### config.mk
export PLATFORM = sky130hd
export DESIGN_NAME = wb_stage_flat
export DESIGN_NICKNAME = d
export VERILOG_FILES = /design/src/rtl/mips_pkg.sv /design/src/rtl/wb_stage_if.sv /design/src/rtl/load_align.sv /design/src/rtl/wb_stage.sv /design/src/flat_wrapper.sv
export SDC_FILE = /design/constraint.sdc
export NUM_CORES = 1
export LEC_CHECK = 0
export ABC_AREA = 1
export BUFFER_PORTS_ARGS = -buffer_cell sky130_fd_sc_hd__buf_2
export CAP_MARGIN = 0
export CORE_ASPECT_RATIO = 1.5
export CORE_MARGIN = 2
export CORE_UTILIZATION = 50
export CTS_CLUSTER_DIAMETER = 50
export DETAILED_ROUTE_END_ITERATION = 8
export GPL_TIMING_DRIVEN = 0
export PLACE_DENSITY = 0.76
export SLEW_MARGIN = 20
export SYNTH_ARGS = -nofsm -noshare
export SYNTH_HDL_FRONTEND = slang
export SYNTH_HIERARCHICAL = 1
export SYNTH_SLANG_ARGS = --single-unit
export TNS_END_PERCENT = 10
### constraint.sdc
create_clock -name clk -period 2.04 [get_ports clk]
set_input_delay 0.102 -clock clk [delete_from_list [all_inputs] [get_ports clk]]
set_output_delay 0.102 -clock clk [all_outputs]
set_load 0.05 [all_outputs]
### src/rtl/mips_pkg.sv
// rtl/mips_pkg.sv - shared encodings for the MIPS pipeline writeback path
package mips_pkg;

  typedef enum logic [2:0] {
    MRT_LW  = 3'd0,
    MRT_LB  = 3'd1,
    MRT_LBU = 3'd2,
    MRT_LH  = 3'd3,
    MRT_LHU = 3'd4,
    MRT_LWL = 3'd5,
    MRT_LWR = 3'd6
  } mem_read_t;

  typedef enum logic [1:0] {
    WB_IDLE  = 2'd0,
    WB_WAIT  = 2'd1,
    WB_DRAIN = 2'd2
  } wb_state_t;

  localparam logic [3:0] BYTE_WE_ALL = 4'b1111;

endpackage

### src/rtl/wb_stage_if.sv
// rtl/wb_stage_if.sv - MEM/WB bus: MEM-side instruction fields, cache response, register write port
interface wb_stage_if;
  logic        ValidM;
  logic        RegWriteM;
  logic        MemtoRegM;
  logic [2:0]  MemReadTypeM;
  logic [1:0]  AddrLowM;
  logic [6:0]  WriteRegM;
  logic [31:0] ALUOutM;
  logic        HI_LO_write_enableM;
  logic [63:0] HI_LO_dataM;
  logic        StallW;
  logic        FlushW;
  logic        rdata_ok;
  logic [31:0] rdata;

  logic        RegWriteW;
  logic [6:0]  WriteRegW;
  logic [31:0] ResultW;
  logic [3:0]  reg_file_byte_we;
  logic        HI_LO_write_enable_from_WB;
  logic [63:0] HI_LO_data;
  logic [31:0] ForwardWB;
  logic        wb_stall_req;

  modport master (
    output ValidM, RegWriteM, MemtoRegM, MemReadTypeM, AddrLowM, WriteRegM, ALUOutM,
           HI_LO_write_enableM, HI_LO_dataM, StallW, FlushW, rdata_ok, rdata,
    input  RegWriteW, WriteRegW, ResultW, reg_file_byte_we, HI_LO_write_enable_from_WB,
           HI_LO_data, ForwardWB, wb_stall_req
  );

  modport slave (
    input  ValidM, RegWriteM, MemtoRegM, MemReadTypeM, AddrLowM, WriteRegM, ALUOutM,
           HI_LO_write_enableM, HI_LO_dataM, StallW, FlushW, rdata_ok, rdata,
    output RegWriteW, WriteRegW, ResultW, reg_file_byte_we, HI_LO_write_enable_from_WB,
           HI_LO_data, ForwardWB, wb_stall_req
  );
endinterface

### src/rtl/load_align.sv
// rtl/load_align.sv - load data extraction/extension and partial-word byte enables
module load_align
  import mips_pkg::*;
(
  input  logic [2:0]  mem_read_type_i,
  input  logic [1:0]  addr_low_i,
  input  logic [31:0] rdata_i,
  input  logic [31:0] alu_out_i,
  input  logic        mem_to_reg_i,
  output logic [31:0] data_o,
  output logic [3:0]  byte_we_o
);

  logic [4:0]  sh_r;
  logic [4:0]  sh_l;
  logic [7:0]  byte_sel;
  logic [15:0] half_sel;

  always_comb begin
    sh_r     = {addr_low_i, 3'b000};
    // 8*(3-k) equals 8*~k for a two-bit k
    sh_l     = {~addr_low_i, 3'b000};
    byte_sel = rdata_i[sh_r +: 8];
    half_sel = addr_low_i[1] ? rdata_i[31:16] : rdata_i[15:0];
    data_o    = alu_out_i;
    byte_we_o = BYTE_WE_ALL;
    if (mem_to_reg_i) begin
      case (mem_read_t'(mem_read_type_i))
        MRT_LB:  data_o = {{24{byte_sel[7]}}, byte_sel};
        MRT_LBU: data_o = {24'h0, byte_sel};
        MRT_LH:  data_o = {{16{half_sel[15]}}, half_sel};
        MRT_LHU: data_o = {16'h0, half_sel};
        MRT_LWL: begin
          data_o    = rdata_i << sh_l;
          byte_we_o = BYTE_WE_ALL << ~addr_low_i;
        end
        MRT_LWR: begin
          data_o    = rdata_i >> sh_r;
          byte_we_o = BYTE_WE_ALL >> addr_low_i;
        end
        default: data_o = rdata_i;
      endcase
    end
  end

endmodule

### src/rtl/wb_stage.sv
// rtl/wb_stage.sv - MEM/WB register, late load response tracking and single-shot register writeback
module wb_stage
  import mips_pkg::*;
(
  input  logic     clk,
  input  logic     rst,
  wb_stage_if.slave wb
);

  logic        valid_q;
  logic        regwrite_q;
  logic        memtoreg_q;
  logic [2:0]  mrt_q;
  logic [1:0]  addr_low_q;
  logic [6:0]  wreg_q;
  logic [31:0] alu_q;
  logic        hilo_we_q;
  logic [63:0] hilo_q;
  logic        done_q;
  logic [31:0] buf_q;
  logic        buf_valid_q;
  wb_state_t   state_q;

  logic        load_held;
  logic        rsp_live;
  logic        data_ready;
  logic        commit;
  logic        abandon;
  logic        next_load_pending;
  logic [31:0] load_rdata;
  logic [31:0] align_data;
  logic [3:0]  align_we;

  always_comb begin
    load_held  = valid_q & memtoreg_q & ~done_q;
    // A response arriving in DRAIN belongs to an abandoned load
    rsp_live   = wb.rdata_ok & (state_q != WB_DRAIN);
    data_ready = ~memtoreg_q | buf_valid_q | rsp_live;
    commit     = valid_q & ~done_q & data_ready;
    abandon    = wb.FlushW | ~wb.StallW;
    if (wb.FlushW)
      next_load_pending = 1'b0;
    else if (!wb.StallW)
      next_load_pending = wb.ValidM & wb.MemtoRegM;
    else
      next_load_pending = load_held;
    load_rdata = buf_valid_q ? buf_q : wb.rdata;
  end

  load_align u_align (
    .mem_read_type_i (mrt_q),
    .addr_low_i      (addr_low_q),
    .rdata_i         (load_rdata),
    .alu_out_i       (alu_q),
    .mem_to_reg_i    (memtoreg_q),
    .data_o          (align_data),
    .byte_we_o       (align_we)
  );

  always_ff @(posedge clk) begin
    if (rst) begin
      valid_q     <= 1'b0;
      regwrite_q  <= 1'b0;
      memtoreg_q  <= 1'b0;
      mrt_q       <= 3'd0;
      addr_low_q  <= 2'd0;
      wreg_q      <= 7'd0;
      alu_q       <= 32'd0;
      hilo_we_q   <= 1'b0;
      hilo_q      <= 64'd0;
      done_q      <= 1'b0;
      buf_q       <= 32'd0;
      buf_valid_q <= 1'b0;
      state_q     <= WB_IDLE;
    end else begin
      if (wb.FlushW) begin
        valid_q     <= 1'b0;
        regwrite_q  <= 1'b0;
        memtoreg_q  <= 1'b0;
        mrt_q       <= 3'd0;
        addr_low_q  <= 2'd0;
        wreg_q      <= 7'd0;
        alu_q       <= 32'd0;
        hilo_we_q   <= 1'b0;
        hilo_q      <= 64'd0;
        done_q      <= 1'b0;
        buf_valid_q <= 1'b0;
      end else if (!wb.StallW) begin
        valid_q     <= wb.ValidM;
        regwrite_q  <= wb.RegWriteM;
        memtoreg_q  <= wb.MemtoRegM;
        mrt_q       <= wb.MemReadTypeM;
        addr_low_q  <= wb.AddrLowM;
        wreg_q      <= wb.WriteRegM;
        alu_q       <= wb.ALUOutM;
        hilo_we_q   <= wb.HI_LO_write_enableM;
        hilo_q      <= wb.HI_LO_dataM;
        done_q      <= 1'b0;
        buf_valid_q <= 1'b0;
      end else begin
        if (commit) done_q <= 1'b1;
        if (load_held && rsp_live) buf_valid_q <= 1'b1;
      end
      // Buffered data keeps ResultW stable while a committed load is held
      if (load_held && rsp_live) buf_q <= wb.rdata;

      case (state_q)
        WB_IDLE:
          if (load_held && !wb.rdata_ok) state_q <= abandon ? WB_DRAIN : WB_WAIT;
        WB_WAIT:
          if (wb.rdata_ok)   state_q <= WB_IDLE;
          else if (abandon)  state_q <= WB_DRAIN;
        WB_DRAIN:
          if (wb.rdata_ok)   state_q <= next_load_pending ? WB_WAIT : WB_IDLE;
        default:             state_q <= WB_IDLE;
      endcase
    end
  end

  assign wb.RegWriteW                  = commit & regwrite_q;
  assign wb.HI_LO_write_enable_from_WB = commit & hilo_we_q;
  assign wb.WriteRegW                  = wreg_q;
  assign wb.ResultW                    = align_data;
  assign wb.ForwardWB                  = align_data;
  assign wb.reg_file_byte_we           = valid_q ? align_we : 4'b0000;
  assign wb.HI_LO_data                 = hilo_q;
  assign wb.wb_stall_req = (load_held & ~data_ready) |
                           ((state_q == WB_DRAIN) & valid_q & memtoreg_q);

endmodule

### src/flat_wrapper.sv
// flat-port wrapper written by rule: the top's interface ports become plain ports
module wb_stage_flat import mips_pkg::*;
  (clk, rst, wb_ValidM, wb_RegWriteM, wb_MemtoRegM, wb_MemReadTypeM, wb_AddrLowM, wb_WriteRegM, wb_ALUOutM, wb_HI_LO_write_enableM, wb_HI_LO_dataM, wb_StallW, wb_FlushW, wb_rdata_ok, wb_rdata, wb_RegWriteW, wb_WriteRegW, wb_ResultW, wb_reg_file_byte_we, wb_HI_LO_write_enable_from_WB, wb_HI_LO_data, wb_ForwardWB, wb_wb_stall_req);
  wb_stage_if wb_i ();
  input  logic clk;
  input  logic rst;
  input wire logic [$bits(wb_i.ValidM)-1:0] wb_ValidM;
  input wire logic [$bits(wb_i.RegWriteM)-1:0] wb_RegWriteM;
  input wire logic [$bits(wb_i.MemtoRegM)-1:0] wb_MemtoRegM;
  input wire logic [$bits(wb_i.MemReadTypeM)-1:0] wb_MemReadTypeM;
  input wire logic [$bits(wb_i.AddrLowM)-1:0] wb_AddrLowM;
  input wire logic [$bits(wb_i.WriteRegM)-1:0] wb_WriteRegM;
  input wire logic [$bits(wb_i.ALUOutM)-1:0] wb_ALUOutM;
  input wire logic [$bits(wb_i.HI_LO_write_enableM)-1:0] wb_HI_LO_write_enableM;
  input wire logic [$bits(wb_i.HI_LO_dataM)-1:0] wb_HI_LO_dataM;
  input wire logic [$bits(wb_i.StallW)-1:0] wb_StallW;
  input wire logic [$bits(wb_i.FlushW)-1:0] wb_FlushW;
  input wire logic [$bits(wb_i.rdata_ok)-1:0] wb_rdata_ok;
  input wire logic [$bits(wb_i.rdata)-1:0] wb_rdata;
  output wire logic [$bits(wb_i.RegWriteW)-1:0] wb_RegWriteW;
  output wire logic [$bits(wb_i.WriteRegW)-1:0] wb_WriteRegW;
  output wire logic [$bits(wb_i.ResultW)-1:0] wb_ResultW;
  output wire logic [$bits(wb_i.reg_file_byte_we)-1:0] wb_reg_file_byte_we;
  output wire logic [$bits(wb_i.HI_LO_write_enable_from_WB)-1:0] wb_HI_LO_write_enable_from_WB;
  output wire logic [$bits(wb_i.HI_LO_data)-1:0] wb_HI_LO_data;
  output wire logic [$bits(wb_i.ForwardWB)-1:0] wb_ForwardWB;
  output wire logic [$bits(wb_i.wb_stall_req)-1:0] wb_wb_stall_req;
  assign wb_i.ValidM = wb_ValidM;
  assign wb_i.RegWriteM = wb_RegWriteM;
  assign wb_i.MemtoRegM = wb_MemtoRegM;
  assign wb_i.MemReadTypeM = wb_MemReadTypeM;
  assign wb_i.AddrLowM = wb_AddrLowM;
  assign wb_i.WriteRegM = wb_WriteRegM;
  assign wb_i.ALUOutM = wb_ALUOutM;
  assign wb_i.HI_LO_write_enableM = wb_HI_LO_write_enableM;
  assign wb_i.HI_LO_dataM = wb_HI_LO_dataM;
  assign wb_i.StallW = wb_StallW;
  assign wb_i.FlushW = wb_FlushW;
  assign wb_i.rdata_ok = wb_rdata_ok;
  assign wb_i.rdata = wb_rdata;
  assign wb_RegWriteW = wb_i.RegWriteW;
  assign wb_WriteRegW = wb_i.WriteRegW;
  assign wb_ResultW = wb_i.ResultW;
  assign wb_reg_file_byte_we = wb_i.reg_file_byte_we;
  assign wb_HI_LO_write_enable_from_WB = wb_i.HI_LO_write_enable_from_WB;
  assign wb_HI_LO_data = wb_i.HI_LO_data;
  assign wb_ForwardWB = wb_i.ForwardWB;
  assign wb_wb_stall_req = wb_i.wb_stall_req;
  wb_stage u_core (.clk(clk), .rst(rst), .wb(wb_i));
endmodule
==> results.cfg <==
[drt]
drc = 0
drt_iter0_markers = 1364
ant_nets = 0
wire_per_inst_um = 20.5
drt_first_pass_iters = 7
avgViaCountPerCell = 5.82
num_vias = 12316
drt_wl_total_um = 43300

[critical_path]
cp-end-kind = output port
startpoint_type = flip-flop
worstSetupPathType = reg2out
worst-path-stages = 16
timing.critical_path.mode_cell = nand2_4
crit_buf_inv = 7
required_ns = 1.94
cp_max_fo = 8
crit_path_top_delay_cell = dfxtp_2
cp_cell_sequence = buf_8 > clkinv_8 > clkbuf_16 > nand2_4 > nand2_4 > nand2_4 > nand3_4 > nand3_4 > nand2_4 > inv_8 > buf_6 > nand2_1 > nand2_2 > nand2_4 > buf_4 > buf_8
slowest_delay_ns = 0.34
crit_family = buffers and inverters
critical_path_arrival_ns = 2.41
ff2ff_path_depth = 7

[yosys]
post_synth_fa_ha_maj_area_fraction_pct = 0
synth.area.top_cells = dfxtp_1 (35%), nand2_1 (32%), a21oi_1 (9.4%)
ys_seq_area_share_pct = 35.3
syn_area_per_cell_um2 = 5.91
synth-seq-cells = 148
synth-compound-area-share_pct = 10.8
synth_top_family_by_area = simple AND/OR/NAND/NOR gates
synth.area.mux_share_pct = 0
synth_simple_gate_area_share_pct = 43.5
synth_xor_area_share_pct = 0
syn_area_um2 = 8400
synth_top_area_share_pct = 35.3
syn_inst = 1421
ys_warn_count = 6
yosysTopAreaCell = dfxtp_1
synth.net_count = 1570
yosys.cell_types.count = 26

[sta]
maxSlewViolCount = 0
worst_pin_slew_ns = 0.768
setup_viol = 66
slew_headroom_pct = 48.8
rsz0062_at_grt = yes
fmax_mhz = 399
period_share_pct = 123
setup_ws_ns = -0.469
finalSetupTns_ns = -22.51
hold_viol = 0
period_minus_slack_ns = 2.51
skew_ns = 0.00840

[cells_and_area]
drive_gt1_share_pct = 33.6
area_delta_synth_final_pct = 64.9
num_antenna_cells = 0
nNetsFinal = 2043

[cts]
clock-sinks = 148
cts_buffers = 17
clk_pin_slew_ns = 0.07
insertion_delay_ns = 0.43
cts-htree-levels = 4
max-clock-path-buffers = 2
cts_tree = yes
cts_root_buffer = clkbuf_16

[placement]
place_congestion = 1.03
post-dp-hpwl_um = 25000
io_buffers = 288
place_ws_ns = -0.445

[power]
comb_power_share_pct = 24.2
leakagePower_nw = 6.51
peakVddDrop_mv = 0.733
internal_power_mw = 5.73
power_density_nw_per_um2 = 613
p_sw_mw = 2.75
p_seq_share_pct = 35.5
total_power_mw = 8.48
switching_share_pct = 32.4
p_clk_share_pct = 40.3

[run_status]
violations = setup timing
status = finished, violations left

[floorplanning]
die_h_um = 163
initial_utilization_pct = 50.5
num_rows = 58
die_area_um2 = 17900
die_w_um = 110
io_pins = 291
core_um2 = 16600

[worst_hold_path]
holdPathStages = 4
min_path_type = in2reg

[grt]
grt_pass1_vias = 12177
overflow = 0
track_usage_pct = 46.3
grt_pass1_wl_um = 62900
grt_max_degree = 17
antenna_found_initial = 0

[flow_run]
max-cap-violations = 0
state kept, by name, indices dropped and copies added (netlist names):
| name | cells |
|---|---|
| u_core/state_q | 2 |
| u_core/done_q | 1 |
| u_core/hilo_we_q | 1 |
| u_core/buf_valid_q | 1 |
| u_core/valid_q | 1 |
| u_core/memtoreg_q | 1 |
| u_core/addr_low_q | 2 |
| u_core/wb.WriteRegW | 7 |
| u_core/mrt_q | 3 |
| u_core/alu_q | 32 |
| u_core/regwrite_q | 1 |
| u_core/wb.HI_LO_data | 64 |
| u_core/buf_q | 32 |
layer usage:
layer,wire (µm),global-route usage (%),share of wire (%)
met1,13700,47.2,32
met2,20500,76.5,47
met4,4670,40.1,11
met5,0,0,0
met3,4480,12.0,10
synthesized netlist by cell type:
library cell,instances
inv_2,8
clkinv_1,1
nand4_1,1
o211a_1,1
nand3b_1,1
buf_6,7
clkbuf_1,26
nor2_1,148
nand2_1,707
buf_2,49
inv_1,35
nand2_2,3
buf_4,37
a21oi_1,158
nor2_4,3
buf_1,1
nor2_2,2
dfxtp_1,148
a21oi_2,3
nand3_4,1
o21ai_1,1
nand3_1,56
a21oi_4,1
nor3_1,8
nand3_2,3
o21ai_0,12
power by group through the flow:
stage | clock, mW | sequential, mW | combinational, mW
final | 3.42 | 3.01 | 2.05
after global routing | 3.53 | 3.02 | 2.13
after CTS | 3.41 | 3.00 | 1.85
after detailed placement | 0 | 3.06 | 1.45
after global placement | 0 | 3.06 | 1.44
after floorplan | 0 | 3.21 | 0.837
stage by stage:
stage               util, %  hold WS (ns)  instance area [µm²]  instances
global route           83.3        0.0618                13800       2117
CTS                    80.5       0.00757                13400       2112
detailed placement     61.8         0.357                10300       1919
floorplan                 -         0.246                 8560       1421
finish                 83.3       0.00493                13800       2117
global placement       61.8         0.350                10300       1919
cell usage in the layout (no fill, tap or decap), types with 2 or more instances in the layout:
master | synthesis | layout
clkbuf_2 | 0 | 4
inv_4 | 0 | 2
nor3_1 | 8 | 8
clkbuf_1 | 26 | 13
clkbuf_4 | 0 | 6
buf_2 | 49 | 262
buf_8 | 0 | 21
nor2_4 | 3 | 6
nor2_2 | 2 | 11
nand3_2 | 3 | 20
clkinvlp_4 | 0 | 2
dfxtp_1 | 148 | 142
clkbuf_16 | 0 | 20
inv_8 | 0 | 4
o21ai_0 | 12 | 10
buf_4 | 37 | 47
bufinv_16 | 0 | 3
nand2_4 | 0 | 54
dlygate4sd3_1 | 0 | 148
buf_6 | 7 | 66
inv_6 | 0 | 3
nand2_1 | 707 | 578
nand3_4 | 1 | 4
o21ai_1 | 1 | 2
a21oi_1 | 158 | 158
dfxtp_2 | 0 | 5
a21oi_2 | 3 | 3
clkinv_4 | 0 | 3
nand2_2 | 3 | 77
nand3_1 | 56 | 36
inv_1 | 35 | 31
nor2_1 | 148 | 136
inv_2 | 8 | 8
clkbuf_8 | 0 | 3
layout make-up:
| class | count | area (µm²) |
|---|---|---|
| plain buffers | 120 | 866 |
| clock buffers | 18 | 439 |
| clock inverters | 14 | 191 |
| fillers | 1016 | 2770 |
| inverters | 44 | 191 |
| multi-input cells | 1109 | 5340 |
| flip-flops and latches | 148 | 2970 |
| well taps | 210 | 263 |
| repair buffers | 454 | 3580 |
repair_timing:
action,CTS,global route
pin swaps,20,24
endpoints found under the hold margin,144,0
hold buffers,148,0
gates cloned,3,1
endpoints found under the setup margin,68,68
gates resized for setup,281,128
buffers inserted,10,4
worst paths after layout:
check / start / endpoint / slack (ns)
worst max-delay path: u_core/buf_valid_q / wb_ResultW[29] / -0.47
worst min-delay path: wb_FlushW / u_core/hilo_we_q / 0.005
worst max register to register: u_core/valid_q / u_core/buf_q[1] / 0.12
worst min register to register: u_core/hilo_we_q / u_core/hilo_we_q / 0.46
worst min-delay path: cells and delay by family:
kind	cells	cell delay [ns]
AOI/OAI and AO/OA	2	0.11
buffers and inverters	1	0.11
and+or+nand+nor	1	0.06
cell families after synthesis:
logic type,after synthesis
flops,148
buf+inv,164
simple gates,933
compound gates,176
Power figures use the tool's default switching activity.
